### src/rtl/vga_text_buffer_pkg.sv
// Shared constants, control codes, FSM state encodings and row type for the VGA text buffer.
package vga_text_pkg;

    localparam int DEF_ROW_CNT  = 3;
    localparam int DEF_ROW_SIZE = 10;
    localparam int DEF_CODE_W   = 8;

    localparam logic [DEF_CODE_W-1:0] CODE_NUL       = 8'h00;
    localparam logic [DEF_CODE_W-1:0] CODE_NEWLINE   = 8'hFD;
    localparam logic [DEF_CODE_W-1:0] CODE_BACKSPACE = 8'hFE;

    localparam logic [0:0] S_ACCEPT = 1'b0;
    localparam logic [0:0] S_SCROLL = 1'b1;

    typedef struct packed {
        logic [DEF_ROW_SIZE-1:0][DEF_CODE_W-1:0] letters;
        logic [3:0]                              cnt;
    } row_t;

    function automatic logic is_printable(input logic [DEF_CODE_W-1:0] code);
        return (code != CODE_NUL) && (code != CODE_NEWLINE) && (code != CODE_BACKSPACE);
    endfunction

endpackage

### src/rtl/vga_text_buffer_if.sv
// Valid/ready handshake carrying one glyph or control code into the text buffer.
interface vga_text_buffer_if
    import vga_text_pkg::*;
#(
    parameter int CODE_W = DEF_CODE_W
) ();

    logic              valid;
    logic              ready;
    logic [CODE_W-1:0] code;

    modport master (output valid, output code, input ready);
    modport slave  (input valid, input code, output ready);

endinterface

### src/rtl/vga_text_buffer.sv
// Text grid with cursor, wrap, newline, backspace, clear and scroll-up feeding the VGA display.
// Define VGA_TEXT_VSYNC_LATCH_EN to present the grid through shadow registers updated on i_frame_start.
module vga_text_buffer
    import vga_text_pkg::*;
#(
    parameter int ROW_CNT  = DEF_ROW_CNT,
    parameter int ROW_SIZE = DEF_ROW_SIZE,
    parameter int CODE_W   = DEF_CODE_W
) (
    input  logic                i_clk,
    input  logic                i_rst,
    vga_text_buffer_if.slave    bus,
    input  logic                i_clear,
    input  logic                i_frame_start,
    output logic [3:0]          o_letter_cnt [ROW_CNT],
    output logic [CODE_W-1:0]   o_letters    [ROW_CNT][ROW_SIZE],
    output logic                o_start
);

    localparam int               ROW_W    = (ROW_CNT > 1) ? $clog2(ROW_CNT) : 1;
    localparam logic [ROW_W-1:0] LAST_ROW = ROW_W'(ROW_CNT - 1);
    localparam logic [3:0]       FULL_COL = 4'(ROW_SIZE);

    typedef struct packed {
        logic [ROW_SIZE-1:0][CODE_W-1:0] letters;
        logic [3:0]                      cnt;
    } grid_row_t;

    grid_row_t         rows [ROW_CNT];
    logic [0:0]        state;
    logic [ROW_W-1:0]  cur_row;
    logic [3:0]        cur_col;
    logic [ROW_W-1:0]  scroll_idx;
    logic              pending_vld;
    logic [CODE_W-1:0] pending_code;
    logic              started;

    logic              take;
    logic [ROW_W-1:0]  next_row;
    logic [ROW_W-1:0]  prev_row;
    logic [ROW_W-1:0]  scroll_src;
    logic [3:0]        prev_cnt;

    // Ready is withheld for the whole cycle a clear is requested so no code slips in alongside it.
    assign bus.ready  = started && (state == S_ACCEPT) && !i_clear;
    assign take       = bus.valid && bus.ready;
    assign o_start    = started;
    assign next_row   = cur_row + 1'b1;
    assign prev_row   = cur_row - 1'b1;
    assign scroll_src = scroll_idx + 1'b1;
    assign prev_cnt   = rows[prev_row].cnt;

    always_ff @(posedge i_clk or posedge i_rst) begin
        if (i_rst) begin
            for (int r = 0; r < ROW_CNT; r++) begin
                rows[r] <= '0;
            end
            state        <= S_ACCEPT;
            cur_row      <= '0;
            cur_col      <= '0;
            scroll_idx   <= '0;
            pending_vld  <= 1'b0;
            pending_code <= '0;
            started      <= 1'b0;
        end else begin
            started <= 1'b1;
            if (i_clear) begin
                for (int r = 0; r < ROW_CNT; r++) begin
                    rows[r] <= '0;
                end
                state       <= S_ACCEPT;
                cur_row     <= '0;
                cur_col     <= '0;
                scroll_idx  <= '0;
                pending_vld <= 1'b0;
            end else if (state == S_SCROLL) begin
                // One row moves up per cycle; the final cycle blanks the bottom row and drops in the pending glyph.
                if (scroll_idx != LAST_ROW) begin
                    rows[scroll_idx] <= rows[scroll_src];
                    scroll_idx       <= scroll_src;
                end else begin
                    rows[LAST_ROW] <= '0;
                    if (pending_vld) begin
                        rows[LAST_ROW].letters[0] <= pending_code;
                        rows[LAST_ROW].cnt        <= 4'd1;
                        cur_col                   <= 4'd1;
                    end else begin
                        cur_col <= '0;
                    end
                    pending_vld <= 1'b0;
                    scroll_idx  <= '0;
                    state       <= S_ACCEPT;
                end
            end else if (take) begin
                if (bus.code == CODE_NEWLINE) begin
                    if (cur_row != LAST_ROW) begin
                        cur_row <= next_row;
                        cur_col <= '0;
                    end else begin
                        pending_vld <= 1'b0;
                        scroll_idx  <= '0;
                        state       <= S_SCROLL;
                    end
                end else if (bus.code == CODE_BACKSPACE) begin
                    if (cur_col != '0) begin
                        rows[cur_row].letters[cur_col - 4'd1] <= '0;
                        rows[cur_row].cnt                     <= cur_col - 4'd1;
                        cur_col                               <= cur_col - 4'd1;
                    end else if (cur_row != '0) begin
                        cur_row <= prev_row;
                        if (prev_cnt != '0) begin
                            rows[prev_row].letters[prev_cnt - 4'd1] <= '0;
                            rows[prev_row].cnt                      <= prev_cnt - 4'd1;
                            cur_col                                 <= prev_cnt - 4'd1;
                        end else begin
                            cur_col <= '0;
                        end
                    end
                end else if (is_printable(bus.code)) begin
                    if (cur_col != FULL_COL) begin
                        rows[cur_row].letters[cur_col] <= bus.code;
                        rows[cur_row].cnt              <= cur_col + 4'd1;
                        cur_col                        <= cur_col + 4'd1;
                    end else if (cur_row != LAST_ROW) begin
                        rows[next_row].letters[0] <= bus.code;
                        rows[next_row].cnt        <= 4'd1;
                        cur_row                   <= next_row;
                        cur_col                   <= 4'd1;
                    end else begin
                        pending_code <= bus.code;
                        pending_vld  <= 1'b1;
                        scroll_idx   <= '0;
                        state        <= S_SCROLL;
                    end
                end
            end
        end
    end

`ifdef VGA_TEXT_VSYNC_LATCH_EN
    grid_row_t shadow [ROW_CNT];

    // A half-scrolled grid is never published: frame starts during a scroll leave the shadow as it was.
    always_ff @(posedge i_clk or posedge i_rst) begin
        if (i_rst) begin
            for (int r = 0; r < ROW_CNT; r++) begin
                shadow[r] <= '0;
            end
        end else if (i_frame_start && (state != S_SCROLL)) begin
            for (int r = 0; r < ROW_CNT; r++) begin
                shadow[r] <= rows[r];
            end
        end
    end

    always_comb begin
        for (int r = 0; r < ROW_CNT; r++) begin
            o_letter_cnt[r] = shadow[r].cnt;
            for (int c = 0; c < ROW_SIZE; c++) begin
                o_letters[r][c] = shadow[r].letters[c];
            end
        end
    end
`else
    logic unused_frame_start;
    assign unused_frame_start = i_frame_start;

    always_comb begin
        for (int r = 0; r < ROW_CNT; r++) begin
            o_letter_cnt[r] = rows[r].cnt;
            for (int c = 0; c < ROW_SIZE; c++) begin
                o_letters[r][c] = rows[r].letters[c];
            end
        end
    end
`endif

endmodule

### src/flat_wrapper.sv
// flat-port wrapper written by rule: the top's interface ports become plain ports
module vga_text_buffer_flat import vga_text_pkg::*;
#(
    parameter int ROW_CNT  = DEF_ROW_CNT,
    parameter int ROW_SIZE = DEF_ROW_SIZE,
    parameter int CODE_W   = DEF_CODE_W
)
  (i_clk, i_rst, i_clear, i_frame_start, o_letter_cnt, o_letters, o_start, bus_valid, bus_code, bus_ready);
  vga_text_buffer_if #(.CODE_W(CODE_W)) bus_i ();
  input  logic i_clk;
  input  logic i_rst;
  input  logic i_clear;
  input  logic i_frame_start;
  output logic [3:0] o_letter_cnt[ROW_CNT];
  output logic [CODE_W-1:0] o_letters[ROW_CNT][ROW_SIZE];
  output logic o_start;
  input wire logic [$bits(bus_i.valid)-1:0] bus_valid;
  input wire logic [$bits(bus_i.code)-1:0] bus_code;
  output wire logic [$bits(bus_i.ready)-1:0] bus_ready;
  assign bus_i.valid = bus_valid;
  assign bus_i.code = bus_code;
  assign bus_ready = bus_i.ready;
  vga_text_buffer #(.ROW_CNT(ROW_CNT), .ROW_SIZE(ROW_SIZE), .CODE_W(CODE_W)) u_core (.i_clk(i_clk), .i_rst(i_rst), .bus(bus_i), .i_clear(i_clear), .i_frame_start(i_frame_start), .o_letter_cnt(o_letter_cnt), .o_letters(o_letters), .o_start(o_start));
endmodule
### config.mk
export PLATFORM = sky130hd
export DESIGN_NAME = vga_text_buffer_flat
export DESIGN_NICKNAME = d
export VERILOG_FILES = /design/src/rtl/vga_text_buffer_pkg.sv /design/src/rtl/vga_text_buffer_if.sv /design/src/rtl/vga_text_buffer.sv /design/src/flat_wrapper.sv
export SDC_FILE = /design/constraint.sdc
export NUM_CORES = 1
export LEC_CHECK = 0
export BUFFER_PORTS_ARGS = -buffer_cell sky130_fd_sc_hd__buf_2
export CORE_MARGIN = 3
export CORE_UTILIZATION = 60
export DETAILED_ROUTE_END_ITERATION = 8
export PLACE_DENSITY = 0.83
export SLEW_MARGIN = 5
export SYNTH_ARGS = -nofsm -noshare
export SYNTH_HDL_FRONTEND = slang
export SYNTH_SLANG_ARGS = --single-unit
### constraint.sdc
create_clock -name i_clk -period 15.6 [get_ports i_clk]
set_input_delay 0 -clock i_clk [delete_from_list [all_inputs] [get_ports i_clk]]
set_output_delay 0 -clock i_clk [all_outputs]
set_load 0.01 [all_outputs]
==> impl_metrics.tcl <==
set metrics [dict create \
    cts_max_level 1 \
    path_class "reg2reg" \
    portBuffers 265 \
    multi_input_area_mm2 0.0102 \
    hpwl_um 43900 \
    routed_wl_um 66100 \
    max_freq_mhz 194 \
    grt_setup_unrepaired "false" \
    cp-start-kind "flip-flop" \
    hold_path.class "in2reg" \
    vdd_drop_max_uv 106 \
    die_x_um 177 \
    syn-instance-count 1873 \
    fin_area_mm2 0.0201 \
    final_nets 2097 \
    ys.flop_type "dfrtp_1" \
    grt_overflow_total 0 \
    final_common_cell "nor2_1" \
    ios 267 \
    regArea_mm2 0.00678 \
    ys_seq_area_share_pct 38.5 \
    cts_root_buffer "clkbuf_16" \
    wl_per_cell_um 26.8 \
    grt_max_degree 138 \
    clk_pin_slew_ns 0.07 \
    ant_nets 0 \
    cp_max_fo 81 \
    viasPerCell 7.00 \
    antenna_found_initial 1 \
    syn_nets 1907 \
    min_period_over_period_pct 33.0 \
    fin_crit_ns 5.14 \
    drv_slew 0 \
    hold_violations 0 \
    num_vias 17300 \
    pre_cts_slack_ns 10.59 \
    die_area_mm2 0.0314 \
    grt_pass1_vias 16700 \
    setup_ws_ns 10.46 \
    grt_pass1_wl_um 99200 \
    n_antenna_cell 0 \
    rows 62 \
    fillers 2172 \
    synth-edff-count 0 \
    max-cap-violations 0 \
    crit_path_end_kind "flip-flop" \
    worstSkewPairLatency_ns 0.59 \
    cts_buffers 29 \
    syn-cell-area_mm2 0.0176 \
    placed_area_mm2 0.0191 \
    skew_ns 0.0296 \
    initial_core_util_pct 61.2 \
    cts_sinks 271 \
    setup_viol 0 \
    die_h_um 177 \
    drc 0 \
    grt_usage_pct 40.8 \
    async_reset_ff_share_pct 100 \
    clk_path_buf_depth 3 \
    drtPass1Iterations 6 \
    synth-seq-cells 271 \
    core_area_mm2 0.0288 \
    gp_congestion 1.05 \
    tightest_slew_ns 1.33 \
    arrival_ns 5.62 \
    powerDensity_mw_per_mm2 85.9 \
    final_cell_mix "nor2_1, dfrtp_1, mux2_2, buf_2, nand2_1" \
    synth_cell_types 76 \
    dr.first_iter.drc_count 2460 \
    relSlewSlack_pct 11.0 \
    syn_area_per_cell_um2 9.40 \
    critPathRequiredTime_ns 16.08 \
    cts_setup_buffers 0 \
    setup_tns_ns 0 \
    drive_gt1_share_pct 32.9 \
    status "complete, no violations" \
    synthToLayoutAreaGrowth_pct 14.5 \
    power_leakage_uw 0.00948 \
    yosysWarnings 0 \
    cts_tree "yes" \
]
## routing by layer
metal,GRT usage (%),routed length (µm),up-vias
met5,0,17,-
met4,21.8,4100,2
met3,12.4,8950,327
met2,60.9,28900,1372
met1,53.2,24100,8371
li1,-,-,7190
## stage by stage
stage / instances / util (%) / hold slack (ns) / power, µW
floorplan: 1873 / - / 0.297 / 910
global placement: 2408 / 66.3 / 0.272 / 993
detailed placement: 2408 / 66.3 / 0.274 / 997
CTS: 2466 / 70.0 / 0.0141 / 1720
global route: 2466 / 70.0 / 0.0276 / 1770
finish: 2466 / 70.0 / 0.0583 / 1730
## final cells by class
class	instances	share of cell area, %
sequential	271	33.7
clock buffer	38	4.17
inverter	21	0.428
clock inverter	12	0.776
timing repair buffer	301	8.04
tap	384	2.38
multi-input combinational	1439	50.5
## cells in the mapped netlist, drive strengths merged (9+ instances only)
cell type / number / area share (%)
a211oi: 13 / 0.82
a21oi: 120 / 3.5
a22o: 12 / 0.60
a22oi: 87 / 3.7
a31oi: 37 / 1.4
and2: 10 / 0.36
and3: 18 / 0.64
buf: 26 / 0.83
clkbuf: 116 / 2.5
dfrtp: 271 / 39
ha: 21 / 1.5
inv: 20 / 0.43
mux2: 298 / 19
mux2i: 52 / 3.0
nand2: 123 / 2.7
nand2b: 11 / 0.39
nand3: 28 / 0.80
nor2: 315 / 6.7
nor3: 35 / 2.0
nor3b: 39 / 1.7
o211ai: 11 / 0.50
o21ai: 51 / 1.5
o22ai: 72 / 2.6
or3: 9 / 0.32
## state kept, by name, indices dropped and copies added, names as in the netlist
| register | flops |
|---|---|
| u_core.cur_col | 4 |
| u_core.cur_row | 2 |
| u_core.o_letter_cnt | 12 |
| u_core.o_letters | 240 |
| u_core.o_start | 1 |
| u_core.pending_code | 8 |
| u_core.pending_vld | 1 |
| u_core.scroll_idx | 2 |
| u_core.state | 1 |
## cell families (layout without fill, tap and decap cells)
logic type | count (synthesis) | in the layout | synth area share [%]
DFF | 271 | 271 | 38.5
buffers and inverters | 163 | 372 | 3.75
muxes | 350 | 350 | 22.4
AOI/OAI and AO/OA | 445 | 445 | 16.7
and+or+nand+nor | 618 | 618 | 16.9
xor gates and xnor gates | 4 | 4 | 0.199
other | 1 | 1 | 0.0213
adders and majority gates | 21 | 21 | 1.49
## worst max-delay path: stages, from the launching register on
cell and delay, ns:
dfrtp_2 0.39, buf_4 0.36, inv_2 0.62, buf_4 0.62
ha_1 0.30, inv_1 0.17, o21ai_0 0.20, a21oi_1 0.10
a2111oi_2 0.68, nand2_2 0.39, nor4_4 0.76, mux2_2 0.42
## report_power, final
part	internal [µW]	leakage, µW	total [µW]	switching (µW)
registers	716	0.00377	734	17.6
clock network	427	0.000496	731	304
logic	78.7	0.00521	265	186
## final timing paths
| kind | from | end | slack [ns] | cells past startpoint |
|---|---|---|---|---|
| worst max-delay path | u_core.scroll_idx[0]$_DFFE_PP0P_ | u_core.o_letters[164]$_DFFE_PP0P_ | 10.46 | 11 |
| worst min-delay path | bus_code[3] | u_core.pending_code[3]$_DFFE_PP0P_ | 0.06 | 2 |
| worst max register to register | u_core.scroll_idx[0]$_DFFE_PP0P_ | u_core.o_letters[164]$_DFFE_PP0P_ | 10.46 | 11 |
| worst min register to register | u_core.o_letters[135]$_DFFE_PP0P_ | u_core.o_letters[135]$_DFFE_PP0P_ | 0.52 | 1 |
| max in group asynchronous | i_rst | u_core.cur_col[1]$_DFFE_PP0P_ | 13.13 | 5 |
| min in group asynchronous | i_rst | u_core.o_letters[52]$_DFFE_PP0P_ | 0.11 | 3 |
## timing repair
action | 4_1_cts | 5_1_grt
endpoints found under the setup margin | 0 | 0
hold endpoints to repair | 143 | 0
gates resized for setup | 0 | 0
hold buffers | 8 | 0
Note: power is estimated with default switching activity, not from simulation.
